**src/rtl/seg_scan_ctrl.sv**
```systemverilog
// Purpose : time-multiplexed hex driver for NDIG common-anode 7-segment digits with
//           double-buffered contents, leading-zero blanking and PWM brightness.
// Latency : an/seg/dp_n are registered, one cycle behind the scan position (idx, cnt).
// Backpr. : none; load is a strobe that is remembered until the next frame wrap.
//
// Ports:
//   clk        system clock
//   rst        asynchronous active-low reset
//   data       NDIG hex nibbles, nibble i drives digit i (digit 0 rightmost)
//   dp         per-digit decimal point request, 1 = lit
//   dig_en     per-digit enable, 0 = digit dark
//   blank_lz   1 = blank leading zero digits
//   bright     brightness, 0 = dimmest nonzero duty, all-ones = full on
//   load       single-cycle request to refresh the shadow copy at the next frame wrap
//   an         anode select, active-low, one-hot-low when a digit is lit
//   seg        segments {a,b,c,d,e,f,g}, active-low
//   dp_n       decimal point, active-low
//   frame_done one-cycle pulse in the cycle after the digit index wraps
module seg_scan_ctrl #(
   parameter int NDIG  = 8,
   parameter int DIV   = 16,
   parameter int PWM_W = 3
) (
   input  logic                clk,
   input  logic                rst,
   input  logic [4*NDIG-1:0]   data,
   input  logic [NDIG-1:0]     dp,
   input  logic [NDIG-1:0]     dig_en,
   input  logic                blank_lz,
   input  logic [PWM_W-1:0]    bright,
   input  logic                load,
   output logic [NDIG-1:0]     an,
   output logic [6:0]          seg,
   output logic                dp_n,
   output logic                frame_done
);

   localparam int CW = (DIV > 1) ? $clog2(DIV) : 1;
   localparam int IW = (NDIG > 1) ? $clog2(NDIG) : 1;
   localparam int PW = PWM_W + CW + 1;
   localparam int SL = DIV >> PWM_W;

   // scan position
   logic [CW-1:0]     cnt_q, cnt_d;
   logic [IW-1:0]     idx_q, idx_d;
   logic              pending_q, pending_d;

   // shadow copy of the display contents
   logic [4*NDIG-1:0] data_q, data_d;
   logic [NDIG-1:0]   dp_q, dp_d;
   logic [NDIG-1:0]   en_q, en_d;
   logic              blz_q, blz_d;

   // registered pin drivers
   logic [NDIG-1:0]   an_q, an_d;
   logic [6:0]        seg_q, seg_d;
   logic              dpn_q, dpn_d;
   logic              fd_q, fd_d;

   logic              tick, wrap, capture;
   logic [NDIG-1:0]   lz_blank;
   logic              zero_run;
   logic [3:0]        nib;
   logic [PW-1:0]     thr;
   logic              pwm_on, dark;

   function automatic logic [6:0] decode(input logic [3:0] n);
      logic [6:0] s;
      s = 7'h7F;
      case (n)
         4'h0: s = 7'b0000001;
         4'h1: s = 7'b1001111;
         4'h2: s = 7'b0010010;
         4'h3: s = 7'b0000110;
         4'h4: s = 7'b1001100;
         4'h5: s = 7'b0100100;
         4'h6: s = 7'b0100000;
         4'h7: s = 7'b0001111;
         4'h8: s = 7'b0000000;
         4'h9: s = 7'b0000100;
         4'hA: s = 7'b0001000;
         4'hB: s = 7'b1100000;
         4'hC: s = 7'b0110001;
         4'hD: s = 7'b1000010;
         4'hE: s = 7'b0110000;
         4'hF: s = 7'b0111000;
         default: s = 7'h7F;
      endcase
      return s;
   endfunction

   // Scan counters and shadow update. The shadow only changes on the wrap tick,
   // so a frame is always drawn from one consistent snapshot.
   always_comb begin
      tick      = (cnt_q == CW'(DIV - 1));
      wrap      = tick && (idx_q == IW'(NDIG - 1));
      capture   = wrap && (pending_q || load);

      cnt_d     = tick ? '0 : cnt_q + CW'(1);
      idx_d     = idx_q;
      if (tick) begin
         idx_d = wrap ? '0 : idx_q + IW'(1);
      end

      // A load landing on the wrap tick is consumed by that same capture.
      pending_d = wrap ? 1'b0 : (pending_q | load);

      data_d    = data_q;
      dp_d      = dp_q;
      en_d      = en_q;
      blz_d     = blz_q;
      if (capture) begin
         data_d = data;
         dp_d   = dp;
         en_d   = dig_en;
         blz_d  = blank_lz;
      end
   end

   // Leading-zero mask: walk from the most significant digit down while every
   // nibble seen so far is zero. Digit 0 is always kept so zero reads as "0".
   always_comb begin
      zero_run = 1'b1;
      lz_blank = '0;
      for (int k = NDIG - 1; k >= 0; k--) begin
         zero_run    = zero_run & (data_q[4*k +: 4] == 4'h0);
         lz_blank[k] = blz_q & zero_run & (k != 0);
      end
   end

   // Pixel for the current scan position, registered into the pin drivers.
   always_comb begin
      nib    = data_q[{idx_q, 2'b00} +: 4];
      // Widened so (bright+1)*SL can equal DIV without wrapping.
      thr    = (PW'(bright) + PW'(1)) * PW'(SL);
      pwm_on = (PW'(cnt_q) < thr);
      dark   = !en_q[idx_q] || lz_blank[idx_q] || !pwm_on;

      an_d   = '1;
      seg_d  = 7'h7F;
      dpn_d  = 1'b1;
      fd_d   = wrap;
      if (!dark) begin
         an_d  = ~({{(NDIG-1){1'b0}}, 1'b1} << idx_q);
         seg_d = decode(nib);
         dpn_d = ~dp_q[idx_q];
      end
   end

   always_ff @(posedge clk or negedge rst) begin
      if (!rst) begin
         cnt_q     <= '0;
         idx_q     <= '0;
         pending_q <= 1'b0;
         data_q    <= '0;
         dp_q      <= '0;
         en_q      <= '0;
         blz_q     <= 1'b0;
         an_q      <= '1;
         seg_q     <= 7'h7F;
         dpn_q     <= 1'b1;
         fd_q      <= 1'b0;
      end else begin
         cnt_q     <= cnt_d;
         idx_q     <= idx_d;
         pending_q <= pending_d;
         data_q    <= data_d;
         dp_q      <= dp_d;
         en_q      <= en_d;
         blz_q     <= blz_d;
         an_q      <= an_d;
         seg_q     <= seg_d;
         dpn_q     <= dpn_d;
         fd_q      <= fd_d;
      end
   end

   assign an         = an_q;
   assign seg        = seg_q;
   assign dp_n       = dpn_q;
   assign frame_done = fd_q;

endmodule
```
**config.mk**
```make
export PLATFORM = sky130hd
export DESIGN_NAME = seg_scan_ctrl
export DESIGN_NICKNAME = d
export VERILOG_FILES = /design/src/rtl/seg_scan_ctrl.sv
export SDC_FILE = /design/constraint.sdc
export NUM_CORES = 1
export LEC_CHECK = 0
export CAP_MARGIN = 15
export CORE_MARGIN = 2
export CORE_UTILIZATION = 35
export CTS_BUF_LIST = sky130_fd_sc_hd__clkbuf_16
export DETAILED_ROUTE_END_ITERATION = 8
export HOLD_SLACK_MARGIN = 0.06
export PLACE_DENSITY = 0.67
export SYNTH_ARGS = -nofsm -noshare
export SYNTH_HDL_FRONTEND = slang
export SYNTH_SLANG_ARGS = --single-unit
```
**constraint.sdc**
```tcl
create_clock -name clk -period 6.6 [get_ports clk]
set_clock_uncertainty 0.1 [all_clocks]
set_input_delay 0.66 -clock clk [delete_from_list [all_inputs] [get_ports clk]]
set_output_delay 0.66 -clock clk [all_outputs]
set_load 0.03 [all_outputs]
```
# Yosys cells after proc, flatten, opt, wreduce, memory -nomap -nowiden
# Memories as Yosys holds them, arrays and structs flattened.
# Index checks and enable logic that the tools add are counted.
[word_totals]
ff_bits = 74
latchBits = 0
ramBits = 0
romBits = 112
inputBits = 55
mem_count = 1
[mem_list]
columns = ["name", "words", "word_bits", "rd", "rd_ports_with_merged_regs", "wr", "line_no", "rtl"]
rows = [
  ["(no name shown)", 16, 7, 1, 0, 0, "70", "case (n)"],
]
[classes]
addsub = 3
mul = 0
div_mod_pow = 0
magnitude_cmp = 2
eq_ne = 2
shift = 2
n_mux = 12
n_bitwise = 16
reduce_logical = 14
[op_table]
columns = ["cell", "count"]
rows = [
  ["32-bit by 6-bit variable part select with 4-bit output", 1],
  ["4-bit zero test", 7],
  ["1-bit AND", 13],
  ["1-bit binary-select mux with 3-bit select", 3],
  ["8-bit 2-to-1 mux", 1],
  ["8-bit inverter", 1],
  ["1-bit by 3-bit << shifter with 8-bit output (first input constant)", 1],
  ["7-bit 2-to-1 mux", 1],
  ["4-bit by 5-bit < comparator with 1-bit output", 1],
  ["1-bit 2-to-1 mux", 5],
  ["3-bit by 1-bit adder with 4-bit output (second input constant)", 1],
  ["4-bit by 1-bit adder with 4-bit output (second input constant)", 1],
  ["4-bit equality test (second input constant)", 1],
  ["3-bit by 4-bit < comparator with 1-bit output (second input constant)", 1],
  ["4-bit 2-to-1 mux", 1],
  ["3-bit by 1-bit adder with 3-bit output (second input constant)", 1],
  ["3-bit equality test (second input constant)", 1],
  ["1-bit logical OR", 3],
  ["3-bit 2-to-1 mux", 1],
  ["1-bit logical AND", 2],
  ["1-bit zero test", 2],
  ["1-bit inverter", 1],
  ["1-bit OR", 1],
]

# Logic depth before layout (Yosys ltp)
# Gate-level depths: netlist (run 1).
[depth]
depth_word = 13
mapped_depth = 11
depth_no_buf = 9

# Least setup slack after synthesis (run 1)
# No wires, ideal clock.
[synth_path]
path_kind = "input port to flip-flop"
from = "input bright[0]"
to = "register seg_q[4], in the netlist seg[4]"
setup_time_ps = 90
arrival_ps = 2171
required_time_ps = 6410
setup_slack_ps = 4238
cell_stages = 9
cell_sequence = "ha_1 > inv_1 > ha_1 > o21a_1 > o21ai_0 > a32oi_1 > a311oi_2 > buf_2 > o211ai_1"
[synth_between]
elab_chain_cells = 5
[synth_lines]
columns = ["element", "line_no", "rtl"]
rows = [
  ["from (decl)", "30", "input logic [PWM_W-1:0] bright,"],
  ["3-bit by 1-bit adder with 4-bit output", "135", "thr = (PW'(bright) + PW'(1)) * PW'(SL);"],
  ["4-bit by 5-bit < comparator with 1-bit output", "136", "pwm_on = (PW'(cnt_q) < thr);"],
  ["1-bit zero test", "137", "dark = !en_q[idx_q] || lz_blank[idx_q] || !pwm_on;"],
  ["1-bit logical OR", "137", ""],
  ["7-bit 2-to-1 mux", "143", "if (!dark) begin"],
  ["named net seg_d[4]", "56", "logic [6:0] seg_q, seg_d;"],
  ["to (signal assigned)", "172", "seg_q <= seg_d;"],
  ["to (decl)", "56", ""],
]
# The timed path passes the listed nets, and every way through them passes these cells.
# A chain may end at the register's enable or synchronous reset.

# Worst setup path after layout (run 1)
[layout_path]
from = "register idx_q[1]"
to = "register data_q[29]"
[layout_between]
elab_chain_cells = 3
[layout_lines]
columns = ["element", "line_no", "rtl"]
rows = [
  ["from (decl)", "45", "logic [IW-1:0] idx_q, idx_d;"],
  ["from (signal assigned)", "165", "idx_q <= idx_d;"],
  ["3-bit equality test", "96", "wrap = tick && (idx_q == IW'(NDIG - 1));"],
  ["1-bit logical AND", "96", ""],
  ["named net fd_d", "58", "logic fd_q, fd_d;"],
  ["1-bit logical AND", "97", "capture = wrap && (pending_q || load);"],
  ["to (signal assigned)", "167", "data_q <= data_d;"],
  ["to (decl)", "49", "logic [4*NDIG-1:0] data_q, data_d;"],
]
# The timed path passes the listed nets, and every way through them passes these cells.

==> results of run 1 <==
## sequential cells by signal (all words and copies together), names as in the netlist
signal      cells
frame_done      1
blz_q           1
dp_q            8
an              8
cnt_q           4
idx_q           3
pending_q       1
seg             7
data_q         32
en_q            8
dp_n            1
## cells by family after synthesis
family | after synthesis | share of synthesized area, %
AO/OA/AOI/OAI | 29 | 5.272
XOR/XNOR | 2 | 0.4922
adder cells (fa/ha/maj) | 16 | 5.624
buffers and inverters | 22 | 3.480
flip-flops | 74 | 52.58
multiplexers | 67 | 26.33
AND/OR/NAND/NOR | 45 | 6.222
## metal layers
| layer | vias to the layer above | GRT usage, % |
|---|---|---|
| li1 | 1080 | - |
| met1 | 1122 | 18.78 |
| met2 | 62 | 21.89 |
| met3 | 10 | 2.620 |
| met4 | 0 | 5.333 |
| met5 | - | 0 |
## through the flow
stage / setup slack (ps) / cell area [sq um] / total power, mW / util [%] / hold slack (ps)
after floorplan: 4238 / 3560 / 0.4649 / - / 264.4
after global placement: 3331 / 4363 / 0.5070 / 44.43 / 365.1
after detailed placement: 3192 / 4363 / 0.5075 / 44.43 / 372.8
after CTS: 3364 / 4642 / 0.9657 / 47.27 / 386.9
after global routing: 3187 / 4642 / 0.9888 / 47.27 / 416.6
final: 3428 / 4642 / 0.9518 / 47.27 / 384.1
## power groups by stage
stage               Combinational [mW]  Sequential (mW)  Clock, mW
floorplan                      0.00273            0.462          0
global placement                0.0449            0.462          0
detailed placement              0.0454            0.462          0
CTS                             0.0456            0.454      0.466
global route                    0.0496            0.454      0.485
finish                          0.0446            0.455      0.453
## cells in the final DEF, fill, tap and decap left out, drive strengths merged, types with 7 or more instances in the layout
cell	netlist	layout
ha	16	16
nor4	7	7
mux2	50	50
nand3	8	8
nand2	17	17
dfrtp	58	58
dfstp	16	16
a21oi	7	7
inv	8	11
mux4	12	12
clkdlybuf4s50	0	70
clkbuf	1	9
o21ai	11	11
## cell type report
class / instances / area, sq um / share of cell area, %
inverters: 11 / 46.29 / 0.9973
clock inverters: 7 / 53.80 / 1.159
multi-input cells: 159 / 1565 / 33.72
clock buffers: 9 / 225.2 / 4.852
well taps: 133 / 166.4 / 3.585
flip-flops and latches: 74 / 1872 / 40.32
repair buffers: 72 / 713.2 / 15.36
## worst max-delay path, stage by stage, from the launching register on
cell and delay (ps):
dfrtp_1 880, ha_1 310, ha_1 210, and2_1 200, and2b_2 900, mux2_2 420
## worst min-delay path by stage
stage / endpoint / depth (start not counted) / from
finish: pending_q / 2 / pending_q
global route: pending_q / 2 / pending_q
CTS: pending_q / 2 / pending_q
detailed placement: pending_q / 2 / pending_q
global placement: pending_q / 2 / pending_q
floorplan: blz_q / 0 / rst
==> impl_metrics.yaml, run 1 <==
grt:
  grt_antenna_before_repair: 0
  track_usage_pct: 13.81
  grt_max_degree: 75
  grt_pass1_vias: 2405
  grt_pass1_wl_um: 12050
  grt_overflow: 0
die:
  dieHeight_um: 104.9
  rows: 36
  ioPinCount: 72
  fp.dieW_um: 104.9
  die_area_sq_mm: 0.01099
  core_sq_mm: 0.009819
  start_util_pct: 36.25
min_path:
  hold_class: "flop to flop"
finish:
  nets: 398
  syn_to_final_growth_pct: 30.40
  num_antenna_cells: 0
  drive_gt1_share_pct: 26.20
  fill_cells: 962
  final_cells: 465
synth:
  async_reset_ff_share_pct: 100.0
  synth_fp_nets: 326
  yosysTopAreaCell: "dfrtp_1"
  synth_top_area_share_pct: 40.77
  synthTopCellsByArea: "dfrtp_1 41%, mux2_2 16%, dfstp_2 12%"
  synthesis.area_sq_mm: 0.003560
  yosysMostFrequentCell: "dfrtp_1"
  synth_edf_count: 0
  yosysUniqueCellTypes: 42
  synth_commonest_cells: "58 x dfrtp_1, 49 x mux2_2, 17 x nand2_1"
  synthCells: 255
  ys_warn_count: 0
  syn_avg_cell_area_sq_um: 13.96
  ys_ff_latch: 74
  ys.flop_type: "dfrtp_1"
  ys_seq_area_share_pct: 52.58
worst_setup_path:
  critPathArrivalTime_ps: 3270
  cp-startpoint: "idx_q[1]"
  worstPathRequired_ps: 6700
  reg2reg_from: "idx_q[1]"
  worst-r2r-cell-count: 5
  rrSetupSlack_ps: 3430
  reg2reg_to: "data_q[29]"
  end_kind: "flop"
  start_kind: "flop"
  crit_path_end: "data_q[29]"
  path_class: "flop to flop"
  critPathMaxFanout: 49
timing:
  setup_tns_ps: 0
  report.final.slew_viol_count: 0
  rsz0062_at_grt: "no"
  slew_headroom_pct: 27.00
  setup_viol: 0
  fmax_mhz: 315.3
  hold_violations: 0
  finalCritPeriodShare_pct: 48.06
  period_needed_ps: 3172
  worst_pin_slew_ps: 1095
route:
  antenna_left: 0
  dr.max_layer_used: "met4"
  first_iter_violations: 50
  wl_per_cell_um: 15.39
  via_per_inst: 4.890
  post-route-drc-count: 0
  vias: 2274
  met2_length_um: 3379
  drt_wl_total_um: 7158
  dr.pass1.iters: 4
  wl_met3_um: 329
  drt-met1-wl_um: 3332
clock_tree:
  cts_resized: 0
  cts_buffers: 9
  clockBufferDepth: 2
  cts.clk_slew.worst_paths_ps: 60
  hold_buffers: 0
  post_cts_buffers: 0
  numClockSinks: 74
  root_buffer: "clkbuf_16"
  clock_latency_ps: 320
  h-tree-depth: 3
  cts_tree: "built"
pwr:
  switchingPower_mw: 0.1829
  ir_drop_mv: 0.1060
  switching_share_pct: 19.21
  p_clk_share_pct: 47.6
  power_leakage_nw: 2.139
  combPwrFrac_pct: 4.7
  p_per_area_mw_per_mm2: 205.0
  p_int_mw: 0.7689
  pwr-share-seq_pct: 47.8
placed_design:
  gp_congestion: 0.7754
  dp_cells: 449
  post-dp-hpwl_um: 5099
  port-buffer-count: 71
run:
  maxCapViolations: 0
run_status:
  status: "completed"
Note: power is estimated with default switching activity, not from simulation.
==> run 2, diff against run 1 <==
Settings changed: PLACE_DENSITY 0.67 to 0.69.
Clock period 6.6 ns to 2.9 ns, I/O delays scaled along.
==> run 2 against run 1 <==
Compared with the run above: setup slack lost 3100 ps; combinational power increased by 140%; highest routed layer unchanged; global-route usage increased by 0.061 points; wire length grew 0.78%.
==> impl_metrics.yaml, run 2 (synthesis results as in run 1) <==
finish:
  num_antenna_cells: 0
  final_common_cell: "clkdlybuf4s50_1"
  final_cells: 473
  multiInputGateArea_sq_mm: 0.001565
  syn_to_final_growth_pct: 33.43
  largest_register: "data_q"
  largest_reg_flops: 32
  final_area_sq_mm: 0.004750
  drive_gt1_share_pct: 28.82
  layout_common_cells: "70 x clkdlybuf4s50_1, 58 x dfrtp_1, 49 x mux2_2"
  register_area_sq_mm: 0.001872
  nets: 406
  fill_cells: 893
min_path:
  whs_path_depth: 2
  min_from: "pending_q"
  hold_class: "flop to flop"
  holdPathEnd: "pending_q"
worst_setup_path:
  rrSetupSlack_ps: 360
  critPathArrivalTime_ps: 2690
  worstPathRequired_ps: 3050
  reg2reg_from: "idx_q[1]"
  end_kind: "flop"
  worst-r2r-cell-count: 9
  start_kind: "flop"
  path_class: "flop to flop"
  critPathMaxFanout: 13
  reg2reg_to: "seg[1]"
pwr:
  power_leakage_nw: 2.189
  p_per_area_mw_per_mm2: 483.5
  ir_drop_mv: 0.3024
route:
  vias: 2304
  wl_per_cell_um: 15.25
  dr.pass1.iters: 4
  drt_wl_total_um: 7214
  post-route-drc-count: 0
  first_iter_violations: 70
  antenna_left: 0
  via_per_inst: 4.871
die:
  dieHeight_um: 104.9
  die_area_sq_mm: 0.01099
  fp.dieW_um: 104.9
  ioPinCount: 72
  start_util_pct: 36.25
  core_sq_mm: 0.009819
  rows: 36
run:
  maxCapViolations: 0
timing:
  slew_headroom_pct: 41.86
  finalCritPeriodShare_pct: 87.63
  report.final.slew_viol_count: 0
  rsz0062_at_grt: "no"
  setup_tns_ps: 0
  hold_violations: 0
  setup_viol: 0
  fmax_mhz: 393.5
  period_needed_ps: 2541
  worst_pin_slew_ps: 872.1
clock_tree:
  root_buffer: "clkbuf_16"
  clock_latency_ps: 330
  h-tree-depth: 3
  numClockSinks: 74
  cts_buffers: 9
  cts.clk_slew.worst_paths_ps: 60
  cts_tree: "built"
  clockBufferDepth: 2
grt:
  grt_antenna_before_repair: 0
  grt_pass1_wl_um: 11940
  track_usage_pct: 13.87
  grt_max_degree: 39
  grt_overflow: 0
  grt_pass1_vias: 2351
run_status:
  status: "completed"
placed_design:
  port-buffer-count: 71
  post-dp-hpwl_um: 5444
  gp_congestion: 0.7976
  dpl-instance-area_sq_mm: 0.004428
  dp_cells: 456
[run 2: cell types whose count changed in the layout (fill, tap and decap cells not counted)]
cell	change
dlygate4sd3_1	+1
clkinvlp_4	+1
clkinv_1	-2
inv_1	-2
clkinv_2	+2
bufinv_16	+1
buf_4	+6
buf_12	+1
[run 2: how the worst max path moves through the flow]
stage                     startpoint      to  slack (ps)  depth (start not counted)
final                       idx_q[1]  seg[1]         360                          9
after global routing        idx_q[1]  seg[2]         130                          9
after CTS                   idx_q[1]  seg[2]         360                          9
after detailed placement   bright[0]  seg[0]         300                         10
after global placement     bright[0]  seg[0]         280                         10
after floorplan             idx_q[1]  seg[1]         700                         11
[run 2: worst max-delay path, stage by stage (launching register included)]
cell and delay [ps]:
dfrtp_1 690, mux4_1 640, nand2_1 90, nand2_1 140, inv_1 140, ha_1 220
inv_1 50, nor2_1 160, a21oi_1 60, o221ai_1 180
[run 2: cell type report]
type                       count  share of cell area (%)
sequential                    74                   39.41
inverter                      11                  0.9747
clock inverter                 7                   1.818
clock buffer                   9                   4.742
timing repair buffer          80                   16.60
tap                          133                   3.504
multi-input combinational    159                   32.96
[run 2: where the power goes]
part	internal (mW)	switching (mW)	total, mW
Sequential	1.03	0.00000000000000000875	1.03
Clock	0.745	0.413	1.16
Combinational	0.0699	0.0351	0.105
[run 2: layer usage]
metal	vias up	track usage [%]	routed length, um
li1	1101	-	-
met1	1139	18.87	3299
met2	53	21.61	3465
met3	11	3.244	329
met4	0	5.143	119
met5	-	0	0
[run 2: repair_timing]
action,in CTS,in global routing
buffers inserted,0,0
hold buffers,1,0
gates resized for setup,0,0
endpoints found under the hold margin,21,0
[run 2: stage by stage]
step                setup WS (ps)  hold slack (ps)  power (mW)  utilization, %
floorplan                   699.5           -105.6       1.058               -
global placement            277.8            351.0       1.157           45.09
detailed placement          297.7            356.8       1.158           45.09
CTS                         362.3            387.5       2.316           48.37
global route                132.0            409.2       2.366           48.37
finish                      358.8            381.9       2.297           48.37
==> run 3, diff against run 2 <==
Settings changed: PLACE_DENSITY 0.69 to 0.67.
Clock period 2.9 ns to 3.3 ns, I/O delays scaled along.
==> run 3 against run 2 <==
Compared with the run above: via count rose by 1.5%; maximum frequency fell by 5.4%; clock power fell by 7%; hold slack improved by 13 ps; combinational power fell by 12%; sequential power fell by 12%; critical path type unchanged; core utilization rose by 0.20 points; wire length rose by 2.8%; power fell by 9.2%; cell count fell by 0.42%; setup slack improved by 260 ps; critical path depth fell by 3.
==> impl_metrics.yaml, run 3 (synthesis results as in run 1) <==
worst_setup_path:
  worstPathRequired_ps: 3410
  start_kind: "flop"
  worst-r2r-cell-count: 6
  critPathMaxFanout: 33
  path_class: "flop to flop"
  reg2reg_from: "idx_q[1]"
  critPathArrivalTime_ps: 2800
  rrSetupSlack_ps: 610
  end_kind: "flop"
  cp-startpoint: "idx_q[1]"
  crit_path_end: "data_q[18]"
  reg2reg_to: "data_q[18]"
finish:
  layout_common_cells: "70 x clkdlybuf4s50_1, 58 x dfrtp_1, 49 x mux2_2"
  syn_to_final_growth_pct: 33.99
  final_area_sq_mm: 0.004770
  final_common_cell: "clkdlybuf4s50_1"
  drive_gt1_share_pct: 28.40
  largest_reg_flops: 32
  num_antenna_cells: 0
  nets: 404
  fin_util_pct: 48.57
  largest_register: "data_q"
timing:
  slew_headroom_pct: 48.99
  hold_violations: 0
  period_needed_ps: 2686
  setup_tns_ps: 0
  whs_ps: 395.4
  fin_ws_ps: 614.3
  finalCritPeriodShare_pct: 81.38
  report.final.slew_viol_count: 0
  setup_viol: 0
  rsz0062_at_grt: "no"
  worst_pin_slew_ps: 765.1
  fmax_mhz: 372.3
clock_tree:
  hold_buffers: 1
  h-tree-depth: 3
  numClockSinks: 74
  clockBufferDepth: 2
  cts.clk_slew.worst_paths_ps: 60
  root_buffer: "clkbuf_16"
  cts_tree: "built"
  cts_resized: 0
  clock_latency_ps: 330
  cts_buffers: 9
  post_cts_buffers: 0
pwr:
  power_leakage_nw: 2.196
  ir_drop_mv: 0.2744
  p_per_area_mw_per_mm2: 437.4
route:
  antenna_left: 0
  dr.pass1.iters: 4
  via_per_inst: 4.966
  first_iter_violations: 70
  post-route-drc-count: 0
  vias: 2339
  drt_wl_total_um: 7419
  wl_per_cell_um: 15.75
placed_design:
  dpl-instance-area_sq_mm: 0.004425
  post-dp-hpwl_um: 5445
  gp_congestion: 0.8307
  pre_cts_slack_ps: 621.6
  port-buffer-count: 71
die:
  start_util_pct: 36.25
  ioPinCount: 72
  rows: 36
  die_area_sq_mm: 0.01099
  core_sq_mm: 0.009819
  dieHeight_um: 104.9
  fp.dieW_um: 104.9
run_status:
  status: "completed"
grt:
  grt_pass1_wl_um: 12450
  grt_max_degree: 42
  grt_pass1_vias: 2455
  track_usage_pct: 14.61
  grt_antenna_before_repair: 0
  grt_overflow: 0
min_path:
  hold_class: "flop to flop"
run:
  maxCapViolations: 0
-- run 3: where the power goes --
group	total, mW	switching, mW	internal [mW]	leakage (nW)
clock network	1.08	0.354	0.731	0.170
registers	0.909	0.00000000000000000627	0.909	0.959
logic	0.0924	0.0310	0.0614	1.07
-- run 3: worst min path at each step --
stage | start | end | slack [ps] | depth (start not counted)
global route | dp_q[0] | dp_q[0] | 420 | 1
detailed placement | rst | cnt_q[3] | 340 | 1
CTS | cnt_q[0] | cnt_q[0] | 390 | 1
floorplan | rst | blz_q | -70 | 0
finish | pending_q | pending_q | 400 | 2
global placement | rst | cnt_q[3] | 340 | 1
-- run 3: worst max-delay path, stage by stage, from the launching register on --
cell and delay (ps):
dfrtp_1 700, ha_1 300, ha_1 210, and2_1 180, and2b_2 430, buf_12 260
mux2_2 360
-- run 3: per-stage QoR --
| stage | std cells | total power, mW |
|---|---|---|
| final | 471 | 2.086 |
| after global routing | 471 | 2.150 |
| after CTS | 471 | 2.109 |
| after detailed placement | 454 | 1.018 |
| after global placement | 454 | 1.017 |
| after floorplan | 255 | 0.9299 |
-- run 3: layout make-up --
type / count / area (sq um)
Inverter: 11 / 46.29
Timing Repair Buffer: 78 / 785.8
Tap cell: 133 / 166.4
Sequential cell: 74 / 1872
Clock inverter: 7 / 108.9
Fill cell: 895 / 5050
Clock buffer: 9 / 225.2
Multi-Input combinational cell: 159 / 1565
-- run 3: layer usage --
metal / part of all wire (%) / vias to the layer above / wire length, um / global-route usage [%]
met4: 1.7 / 0 / 128 / 6.286
li1: - / 1102 / - / -
met1: 46 / 1177 / 3437 / 18.87
met3: 3.9 / 10 / 289 / 2.682
met5: 0 / - / 0 / 0
met2: 48 / 50 / 3563 / 24.03
